File: config.mk
export PLATFORM = sky130hd
export DESIGN_NAME = sample_bridge_flat
export DESIGN_NICKNAME = d
export VERILOG_FILES = /design/src/rtl/sample_bridge_if.sv /design/src/rtl/sample_bridge.sv /design/src/flat_wrapper.sv
export SDC_FILE = /design/constraint.sdc
export NUM_CORES = 1
export LEC_CHECK = 0
export ABC_CLOCK_PERIOD_IN_PS = 3400
export CAP_MARGIN = 20
export CORE_ASPECT_RATIO = 0.5
export CORE_MARGIN = 2
export CORE_UTILIZATION = 30
export DETAILED_ROUTE_END_ITERATION = 8
export PLACE_DENSITY = 0.59
export SETUP_SLACK_MARGIN = 0.15
export SYNTH_ARGS = -nofsm -noshare
export SYNTH_HDL_FRONTEND = slang
export SYNTH_SLANG_ARGS = --single-unit
File: constraint.sdc
create_clock -name clk -period 3.4 [get_ports clk]
set_input_delay 0.51 -clock clk [delete_from_list [all_inputs] [get_ports clk]]
set_output_delay 0.51 -clock clk [all_outputs]
set_load 0.03 [all_outputs]
File: src/rtl/sample_bridge_if.sv
// Handshake bundle between the codec side, the processing pipeline and the sample bridge.
// The bridge connects through the slave modport; the codec/pipeline side uses the master modport.
interface sample_bridge_if #(
  parameter int data_width = 16
);
  logic [data_width-1:0] adc_sample;
  logic                  adc_valid;
  logic [data_width-1:0] pipe_in_sample;
  logic                  pipe_in_valid;
  logic                  pipe_ready;
  logic [data_width-1:0] pipe_out_sample;
  logic [data_width-1:0] dac_sample;
  logic                  dac_valid;
  logic [15:0]           overrun_count;
  logic                  timeout;

  modport master (
    output adc_sample, adc_valid, pipe_ready, pipe_out_sample,
    input  pipe_in_sample, pipe_in_valid, dac_sample, dac_valid, overrun_count, timeout
  );

  modport slave (
    input  adc_sample, adc_valid, pipe_ready, pipe_out_sample,
    output pipe_in_sample, pipe_in_valid, dac_sample, dac_valid, overrun_count, timeout
  );
endinterface

File: src/rtl/sample_bridge.sv
// Sample-rate bridge: ADC samples are queued in a small FIFO, handed to the pipeline one at a
// time, and each processed result is strobed out to the DAC.
module sample_bridge #(
  parameter int data_width     = 16,
  parameter int fifo_depth     = 4,
  parameter int timeout_cycles = 4096
) (
  input logic            clk,
  input logic            reset,
  sample_bridge_if.slave bus
);
  localparam int ptr_w = $clog2(fifo_depth);
  localparam int cnt_w = $clog2(fifo_depth + 1);
  localparam int tmo_w = $clog2(timeout_cycles + 1);
  localparam logic [cnt_w-1:0] fifo_full_c = cnt_w'(fifo_depth);
  localparam logic [tmo_w-1:0] tmo_max_c   = tmo_w'(timeout_cycles);
  localparam logic [tmo_w-1:0] tmo_last_c  = tmo_w'(timeout_cycles - 1);

  typedef enum logic [1:0] {
    st_idle   = 2'd0,
    st_issue  = 2'd1,
    st_settle = 2'd2,
    st_busy   = 2'd3
  } state_t;

  state_t                state_r;
  state_t                state_nxt_s;
  logic [data_width-1:0] fifo_mem_r [fifo_depth];
  logic [ptr_w-1:0]      wr_ptr_r;
  logic [ptr_w-1:0]      rd_ptr_r;
  logic [cnt_w-1:0]      count_r;
  logic                  can_pop_s;
  logic                  pop_s;
  logic                  push_s;
  logic                  drop_s;
  logic                  dac_load_s;
  logic                  tmo_clr_s;
  logic                  tmo_inc_s;
  logic [data_width-1:0] pipe_in_sample_r;
  logic                  pipe_in_valid_r;
  logic [data_width-1:0] dac_sample_r;
  logic                  dac_valid_r;
  logic [15:0]           overrun_count_r;
  logic                  timeout_r;
  logic [tmo_w-1:0]      tmo_cnt_r;

  function automatic logic [15:0] sat_inc16(input logic [15:0] v);
    if (v == 16'hFFFF) begin
      return v;
    end else begin
      return v + 16'd1;
    end
  endfunction

  assign can_pop_s = (count_r != {cnt_w{1'b0}}) && bus.pipe_ready;
  // A pop in the same cycle frees a slot, so a push into a full FIFO is only dropped without one.
  assign push_s    = bus.adc_valid && ((count_r != fifo_full_c) || pop_s);
  assign drop_s    = bus.adc_valid && (count_r == fifo_full_c) && !pop_s;

  // State register
  always_ff @(posedge clk) begin
    if (reset) begin
      state_r <= st_idle;
    end else begin
      state_r <= state_nxt_s;
    end
  end

  // Next-state logic
  always_comb begin
    state_nxt_s = state_r;
    case (state_r)
      st_idle: begin
        if (can_pop_s) state_nxt_s = st_issue;
        else           state_nxt_s = st_idle;
      end
      st_issue:  state_nxt_s = st_settle;
      // ready from the pipeline still reflects the previous sample here, so it is not looked at
      st_settle: state_nxt_s = st_busy;
      st_busy: begin
        if (bus.pipe_ready) state_nxt_s = st_idle;
        else                state_nxt_s = st_busy;
      end
      default:   state_nxt_s = st_idle;
    endcase
  end

  // Per-state control strobes for the FIFO, DAC register and timeout counter
  always_comb begin
    pop_s      = 1'b0;
    dac_load_s = 1'b0;
    tmo_clr_s  = 1'b0;
    tmo_inc_s  = 1'b0;
    case (state_r)
      st_idle:   pop_s = can_pop_s;
      st_issue:  pop_s = 1'b0;
      st_settle: tmo_clr_s = 1'b1;
      st_busy: begin
        if (bus.pipe_ready) dac_load_s = 1'b1;
        else                tmo_inc_s  = 1'b1;
      end
      default:   pop_s = 1'b0;
    endcase
  end

  // FIFO storage, pointers and occupancy
  always_ff @(posedge clk) begin
    if (reset) begin
      for (int i = 0; i < fifo_depth; i++) fifo_mem_r[i] <= {data_width{1'b0}};
      wr_ptr_r <= {ptr_w{1'b0}};
      rd_ptr_r <= {ptr_w{1'b0}};
      count_r  <= {cnt_w{1'b0}};
    end else begin
      if (push_s) begin
        fifo_mem_r[wr_ptr_r] <= bus.adc_sample;
        wr_ptr_r             <= wr_ptr_r + ptr_w'(1);
      end
      if (pop_s) rd_ptr_r <= rd_ptr_r + ptr_w'(1);
      case ({push_s, pop_s})
        2'b10:   count_r <= count_r + cnt_w'(1);
        2'b01:   count_r <= count_r - cnt_w'(1);
        default: count_r <= count_r;
      endcase
    end
  end

  // Registered pipeline/DAC outputs, overrun counter and stall watchdog
  always_ff @(posedge clk) begin
    if (reset) begin
      pipe_in_sample_r <= {data_width{1'b0}};
      pipe_in_valid_r  <= 1'b0;
      dac_sample_r     <= {data_width{1'b0}};
      dac_valid_r      <= 1'b0;
      overrun_count_r  <= 16'd0;
      timeout_r        <= 1'b0;
      tmo_cnt_r        <= {tmo_w{1'b0}};
    end else begin
      // pipe_in_sample only moves on issue; the pipeline reads it combinationally until done
      if (pop_s) pipe_in_sample_r <= fifo_mem_r[rd_ptr_r];
      pipe_in_valid_r <= pop_s;
      if (dac_load_s) dac_sample_r <= bus.pipe_out_sample;
      dac_valid_r <= dac_load_s;
      if (drop_s) overrun_count_r <= sat_inc16(overrun_count_r);
      if (tmo_clr_s) begin
        tmo_cnt_r <= {tmo_w{1'b0}};
      end else if (tmo_inc_s && (tmo_cnt_r != tmo_max_c)) begin
        tmo_cnt_r <= tmo_cnt_r + tmo_w'(1);
      end
      if (tmo_inc_s && (tmo_cnt_r == tmo_last_c)) timeout_r <= 1'b1;
    end
  end

  assign bus.pipe_in_sample = pipe_in_sample_r;
  assign bus.pipe_in_valid  = pipe_in_valid_r;
  assign bus.dac_sample     = dac_sample_r;
  assign bus.dac_valid      = dac_valid_r;
  assign bus.overrun_count  = overrun_count_r;
  assign bus.timeout        = timeout_r;
endmodule

File: src/flat_wrapper.sv
// flat-port wrapper written by rule: the top's interface ports become plain ports
module sample_bridge_flat 
#(
  parameter int data_width     = 16,
  parameter int fifo_depth     = 4,
  parameter int timeout_cycles = 4096
)
  (clk, reset, bus_adc_sample, bus_adc_valid, bus_pipe_ready, bus_pipe_out_sample, bus_pipe_in_sample, bus_pipe_in_valid, bus_dac_sample, bus_dac_valid, bus_overrun_count, bus_timeout);
  sample_bridge_if #(.data_width(data_width)) bus_i ();
  input logic clk;
  input logic reset;
  input wire logic [$bits(bus_i.adc_sample)-1:0] bus_adc_sample;
  input wire logic [$bits(bus_i.adc_valid)-1:0] bus_adc_valid;
  input wire logic [$bits(bus_i.pipe_ready)-1:0] bus_pipe_ready;
  input wire logic [$bits(bus_i.pipe_out_sample)-1:0] bus_pipe_out_sample;
  output wire logic [$bits(bus_i.pipe_in_sample)-1:0] bus_pipe_in_sample;
  output wire logic [$bits(bus_i.pipe_in_valid)-1:0] bus_pipe_in_valid;
  output wire logic [$bits(bus_i.dac_sample)-1:0] bus_dac_sample;
  output wire logic [$bits(bus_i.dac_valid)-1:0] bus_dac_valid;
  output wire logic [$bits(bus_i.overrun_count)-1:0] bus_overrun_count;
  output wire logic [$bits(bus_i.timeout)-1:0] bus_timeout;
  assign bus_i.adc_sample = bus_adc_sample;
  assign bus_i.adc_valid = bus_adc_valid;
  assign bus_i.pipe_ready = bus_pipe_ready;
  assign bus_i.pipe_out_sample = bus_pipe_out_sample;
  assign bus_pipe_in_sample = bus_i.pipe_in_sample;
  assign bus_pipe_in_valid = bus_i.pipe_in_valid;
  assign bus_dac_sample = bus_i.dac_sample;
  assign bus_dac_valid = bus_i.dac_valid;
  assign bus_overrun_count = bus_i.overrun_count;
  assign bus_timeout = bus_i.timeout;
  sample_bridge #(.data_width(data_width), .fifo_depth(fifo_depth), .timeout_cycles(timeout_cycles)) u_core (.clk(clk), .reset(reset), .bus(bus_i));
endmodule
== Word-level counts from Yosys, hierarchy flattened ==
Memory sizes are Yosys's and may differ from the RTL's. A register that Yosys moved wholly into a read port is not among the register bits.
Index checks and enable logic that the tools add are counted.
W data, S select, Z words.

* Register bits after elaboration: 57
* Bits in latches: 0
* Bits in writable memories: 64
* Bits in read-only memories: 0
* Input port bits: 36
* Output and inout bits: 51
* Logic and storage cells: 60
* Memories kept: 1

* Add/subtract/negate cells: 6
* Multipliers: 0
* Div/mod/pow operators: 0
* Magnitude comparators: 0
* Equal/unequal tests: 10
* Shifts and indexed selects: 0
* Mux-type cells: 18
* Bitwise operators: 1
* Reductions and logical operators: 14

{| class="wikitable"
|+ Memories
! name !! words !! bits a word !! read ports !! clocked after memory_dff !! write ports !! RTL line !! source
|-
| u_core.fifo_mem_r || 4 || 16 || 1 || 1 || 4 || sample_bridge.sv:28 || <nowiki>logic [data_width-1:0] fifo_mem_r [fifo_depth];</nowiki>
|}

{| class="wikitable"
|+ Operator list
! cell !! number
|-
| $add A16 B1 Y16 const B || 1
|-
| $eq A16 B16 Y1 const B || 1
|-
| $mux W16 || 1
|-
| $reduce_or A16 Y1 || 1
|-
| $add A13 B1 Y13 const B || 1
|-
| $eq A13 B12 Y1 const B || 1
|-
| $mux W1 || 13
|-
| $ne A13 B13 Y1 const B || 1
|-
| $pmux W2 S4 || 1
|-
| $eq A2 B2 Y1 const B || 3
|-
| $logic_and A1 B1 Y1 || 6
|-
| $pmux W3 S2 || 1
|-
| $add A2 B1 Y2 const B || 2
|-
| $eq A2 B1 Y1 const B || 2
|-
| $mux W2 || 2
|-
| $add A3 B1 Y3 const B || 1
|-
| $eq A3 B3 Y1 const B || 1
|-
| $ne A3 B3 Y1 const B || 1
|-
| $reduce_bool A3 Y1 || 1
|-
| $sub A3 B1 Y3 const B || 1
|-
| $logic_not A2 Y1 || 1
|-
| $reduce_and A2 Y1 || 1
|-
| $reduce_bool A2 Y1 || 1
|-
| $reduce_or A2 Y1 || 1
|-
| other kinds (3) || 3
|}

== Longest topological paths before layout ==
* Word-level depth: 10
* Mapped depth: 12

== Worst setup path after synthesis ==
Ideal clock, no wire load.

* Path type: input to register
* From: in bus_pipe_ready
* To: reg u_core.count_r[2]
* Data arrival time: 2.438 ns
* Data required time: 3.330 ns
* Slack: 0.892 ns
* Stages on the path: 11
* Path through: nor3b_4 > nand2b_1 > buf_2 > inv_2 > buf_2 > ha_1 > inv_1 > fa_1 > xor2_1 > or3_1 > a21oi_1

* Word-level cells in the longest chain between the ends: 6
* Elaborated cells on any way between the ends: 8
* Those cells by class: eq/ne (2); mux (2); reduce/logical (4)

{| class="wikitable"
|+ RTL lines
! element !! RTL line !! source
|-
| start: declaration || flat_wrapper.sv:14 || <nowiki>input wire logic [$bits(bus_i.pipe_ready)-1:0] bus_pipe_ready;</nowiki>
|-
| $logic_and A1 B1 Y1 (*) || sample_bridge.sv:55 || <nowiki>assign can_pop_s = (count_r != {cnt_w{1'b0}}) && bus.pipe_ready;</nowiki>
|-
| $mux W1 (*) || sample_bridge.sv:94 || <nowiki>case (state_r)</nowiki>
|-
| named net u_core.pop_s || sample_bridge.sv:33 || <nowiki>logic pop_s;</nowiki>
|-
| $logic_or A1 B1 Y1 || sample_bridge.sv:57 || <nowiki>assign push_s = bus.adc_valid && ((count_r != fifo_full_c) || pop_s);</nowiki>
|-
| $logic_and A1 B1 Y1 || sample_bridge.sv:57 ||
|-
| $eq A2 B1 Y1 / $eq A2 B2 Y1 (equally long branches) || sample_bridge.sv:119 || <nowiki>case ({push_s, pop_s})</nowiki>
|-
| $pmux W3 S2 / $reduce_bool A2 Y1 (equally long branches) || n/a ||
|-
| end signal: assignment || sample_bridge.sv:120 || <nowiki>2'b10: count_r <= count_r + cnt_w'(1);</nowiki>
|-
| end signal: assignment || sample_bridge.sv:121 || <nowiki>2'b01: count_r <= count_r - cnt_w'(1);</nowiki>
|-
| end signal: assignment || sample_bridge.sv:122 || <nowiki>default: count_r <= count_r;</nowiki>
|-
| end: declaration || sample_bridge.sv:31 || <nowiki>logic [cnt_w-1:0] count_r;</nowiki>
|}

Mark *: on every way through the listed nets, which the timed path passes. The rest lies on a longest branch.
A chain may end at the register's enable or synchronous reset.

== Final worst setup path ==
* From: in bus_pipe_ready
* To: reg u_core.count_r[2]

* Word-level cells in the longest chain between the ends: 6
* Elaborated cells on any way between the ends: 8
* Those cells by class: eq/ne (2); mux (2); reduce/logical (4)

{| class="wikitable"
|+ RTL lines
! element !! RTL line
|-
| $logic_and A1 B1 Y1 (*) || sample_bridge.sv:55
|-
| $mux W1 (*) || sample_bridge.sv:94
|-
| $logic_or A1 B1 Y1 || sample_bridge.sv:57
|-
| $logic_and A1 B1 Y1 || sample_bridge.sv:57
|-
| $eq A2 B1 Y1 / $eq A2 B2 Y1 (equally long branches) || sample_bridge.sv:119
|-
| $pmux W3 S2 / $reduce_bool A2 Y1 (equally long branches) || n/a
|}

Every way passes the cells marked *; elsewhere a longest branch is shown, timed or not.

==> flow_summary.ini <==
[run_status]
status = finished, final reports clean

[die]
core_area_mm2 = 0.0195
start_util_pct = 30.6
dieArea_mm2 = 0.0211
dieHeight_um = 104
die_x_um = 204
pin_count = 87
fp-row-count = 36

[cts]
htree_levels = 4
cts_resized = 0
clockBufferDepth = 2
cts_setup_buffers = 0
clkSinkCount = 137
tritoncts = built
hold_buffers = 0
clkTransAtPathRegs_ns = 0.07
cts-root-buf = clkbuf_16
clk_latency_ns = 0.42
cts_buffers = 17

[worst_setup_path]
required_ns = 3.74
startpoint_type = primary input
cp_data_arrival_time_ns = 2.97
r2r.worst_path.cells = 8
critical_path.startpoint = bus_pipe_ready
crit_cells = 9
rrSetupSlack_ns = 0.78
path_buf_inv = 2
critPathMaxStageDelay_ns = 0.49
cp_cell_sequence = clkdlybuf4s50_1 > nor3b_4 > o21ai_0 > ha_1 > inv_1 > fa_1 > xor2_1 > or3_1 > a21oi_1
worst_path_dominant_cell_family = adder cells
reg2reg_to = u_core.count_r[2]
cp_max_fo = 6
crit_path_end = u_core.count_r[2]
crit_type = primary input to flop
critPathSlowestCell = clkdlybuf4s50_1
timing.rr.start = u_core.count_r[2]
crit_path_end_kind = flop

[logic_synthesis]
syn_area_mm2 = 0.00598
syn-num-nets = 585
synth_seq_area_share_pct = 56.6
ys_warn_count = 0
ys_types = 54
ys_ff_latch = 137
synth_cells = 544
avgSynthCellArea_um2 = 11.0
async_flop_share_pct = 0
synth-edff-count = 64
synth_flop_cell = dfxtp_1

[finish]
post-route-util_pct = 39.8
syn_to_final_growth_pct = 30.0
drive_gt1_share_pct = 12.8
mostFrequentLayoutCell = clkdlybuf4s50_1
num_antenna_cells = 0
fillers = 1815
fin_cells = 914
design_area_mm2 = 0.00777
most-common-layout-cells = clkdlybuf4s50_1, nand2_1, dfxtp_1
layout.nets = 676

[pwr]
switchingPower_uw = 1410
switching_share_pct = 29.6
powerDensity_mw_per_mm2 = 611
seq_power_share_pct = 41.6
p_leak_uw = 0.00265
combPwrFrac_pct = 18.5
vdd_drop_max_mv = 0.270
pwr-share-clk_pct = 40.0
p_int_uw = 3340

[sta]
slew_headroom_pct = 37.3
finalHoldViolCount = 0
slew_violations = 0
fin_skew_ns = 0.0104
rsz0062_at_grt = false
tns_ns = 0
setup_viol = 0
fmax_ghz = 0.381
period_minus_slack_ns = 2.62
min_period_over_period_pct = 77.1
worst_pin_slew_ns = 0.940

[placement]
dp_hpwl_um = 8860
port_buffers = 86
placement.cell_area_mm2 = 0.00714
gp_congestion = 0.748
dp_cells = 882

[global_route]
met3_usage_pct = 3.37
use_met2_pct = 22.6
track_usage_pct = 13.7
antenna_found_initial = 0
met1_usage_pct = 17.6
grt_pass1_vias = 4133
top_usage_layer = met2
gr-total-overflow = 0
grt_max_degree = 54
grt_pass1_wl_um = 22400

[worst_hold_path]
min_from = u_core.bus.pipe_in_sample[0]
hold_path_class = flop to flop

[job]
maxCapViolations = 0

[drt]
drt_first_pass_iters = 4
drcViolationCount = 0
vias = 4289
drt_iter0_drc = 334
drtAntennaViolNets = 0
wire_per_inst_um = 15.1
viasPerCell = 4.69
wl_um = 13800
cell families after synthesis:
group	Yosys count	share of synthesized area (%)
and+or+nand+nor	239	22.6
DFF	137	56.6
AOI/OAI and AO/OA	95	9.02
buffers and inverters	42	2.97
muxes	19	6.60
xor gates and xnor gates	7	1.03
adders and majority gates	5	1.17
flip-flops by register name, indices dropped and copies added, names as in the netlist, 2 cells and up:
| name | flops |
|---|---|
| u_core.count_r | 3 |
| u_core.bus.pipe_in_sample | 16 |
| u_core.bus.dac_sample | 16 |
| u_core.bus.overrun_count | 16 |
| u_core.tmo_cnt_r | 13 |
| u_core.wr_ptr_r | 2 |
| u_core.state_r | 2 |
| u_core.rd_ptr_r | 2 |
| u_core.fifo_mem_r | 64 |
worst min path at each step:
stage | to | slack [ns] | cells past startpoint
4_1_cts | u_core.bus.pipe_in_sample[0] | 0.46 | 2
3_5_place_dp | u_core.bus.pipe_in_sample[0] | 0.45 | 2
3_3_place_gp | u_core.bus.dac_sample[13] | 0.44 | 2
2_1_floorplan | u_core.tmo_cnt_r[11] | 0.46 | 2
5_1_grt | u_core.bus.dac_sample[0] | 0.47 | 2
6_report | u_core.bus.pipe_in_sample[0] | 0.45 | 2
cells in the mapped netlist, types with 2 or more instances:
master     n  share of area [%]
nor2_1    19                1.2
edfxtp_1  64                 32
buf_4      3               0.38
or3_1     12                1.3
nor4_1     3               0.31
mux2_2     3               0.57
clkbuf_1  16                1.0
nand2_1   78                4.9
nand3b_1   3               0.38
xor2_1     4               0.59
nand4_2    3               0.63
xnor2_1    3               0.44
o31ai_1   11                1.4
o21bai_1   3               0.38
nand2b_1   2               0.21
or4_1     12                1.5
o21ai_0   12                1.0
nand3_1    9               0.75
and2_1    66                6.9
dfxtp_1   73                 24
nor2b_1    4               0.42
nor4b_1    3               0.44
mux4_2    16                6.0
buf_2      7               0.59
nand4_1    4               0.42
nor3_1     4               0.34
a21oi_1   59                4.9
ha_1       4               0.84
o211ai_1   3               0.38
buf_1      2               0.13
inv_1     13               0.82
and3_1     3               0.31
or2_2      2               0.21
stage by stage:
| stage | hold WS [ns] | setup WS (ns) | total power [uW] |
|---|---|---|---|
| after floorplan | 0.465 | 0.892 | 2590 |
| after global placement | 0.443 | 0.514 | 2880 |
| after detailed placement | 0.446 | 0.395 | 2900 |
| after CTS | 0.456 | 0.824 | 4810 |
| after global routing | 0.470 | 0.629 | 4970 |
| final | 0.455 | 0.778 | 4750 |
power by group through the flow:
stage / Combinational, uW / Sequential [uW] / Clock, uW
after global placement: 880 / 2000 / 0
after CTS: 896 / 1970 / 1940
after floorplan: 541 / 2050 / 0
final: 877 / 1970 / 1900
after detailed placement: 894 / 2010 / 0
after global routing: 962 / 1990 / 2020
worst register-to-register path, stage by stage, from the launching register on:
cell and delay (ns):
dfxtp_1 0.38, or3b_1 0.42, o21ai_0 0.40, ha_1 0.27, inv_1 0.07, fa_1 0.37, xor2_1 0.17, or3_1 0.31
a21oi_1 0.15
area by class of cell:
class	instances	area, um2	area share (%)
flip-flops and latches	137	3380	43.6
multi-input cells	365	2410	31.1
repair buffers	100	961	12.4
clock buffers	17	425	5.48
well taps	266	333	4.29
clock inverters	15	196	2.53
inverters	14	52.6	0.677
routing by layer:
layer,vias up,part of all wire (%)
li1,2141,-
met1,2088,47
met2,53,49
met3,7,3.3
met4,0,0.93
met5,-,0
No activity file was read; power rests on OpenSTA's default activity.
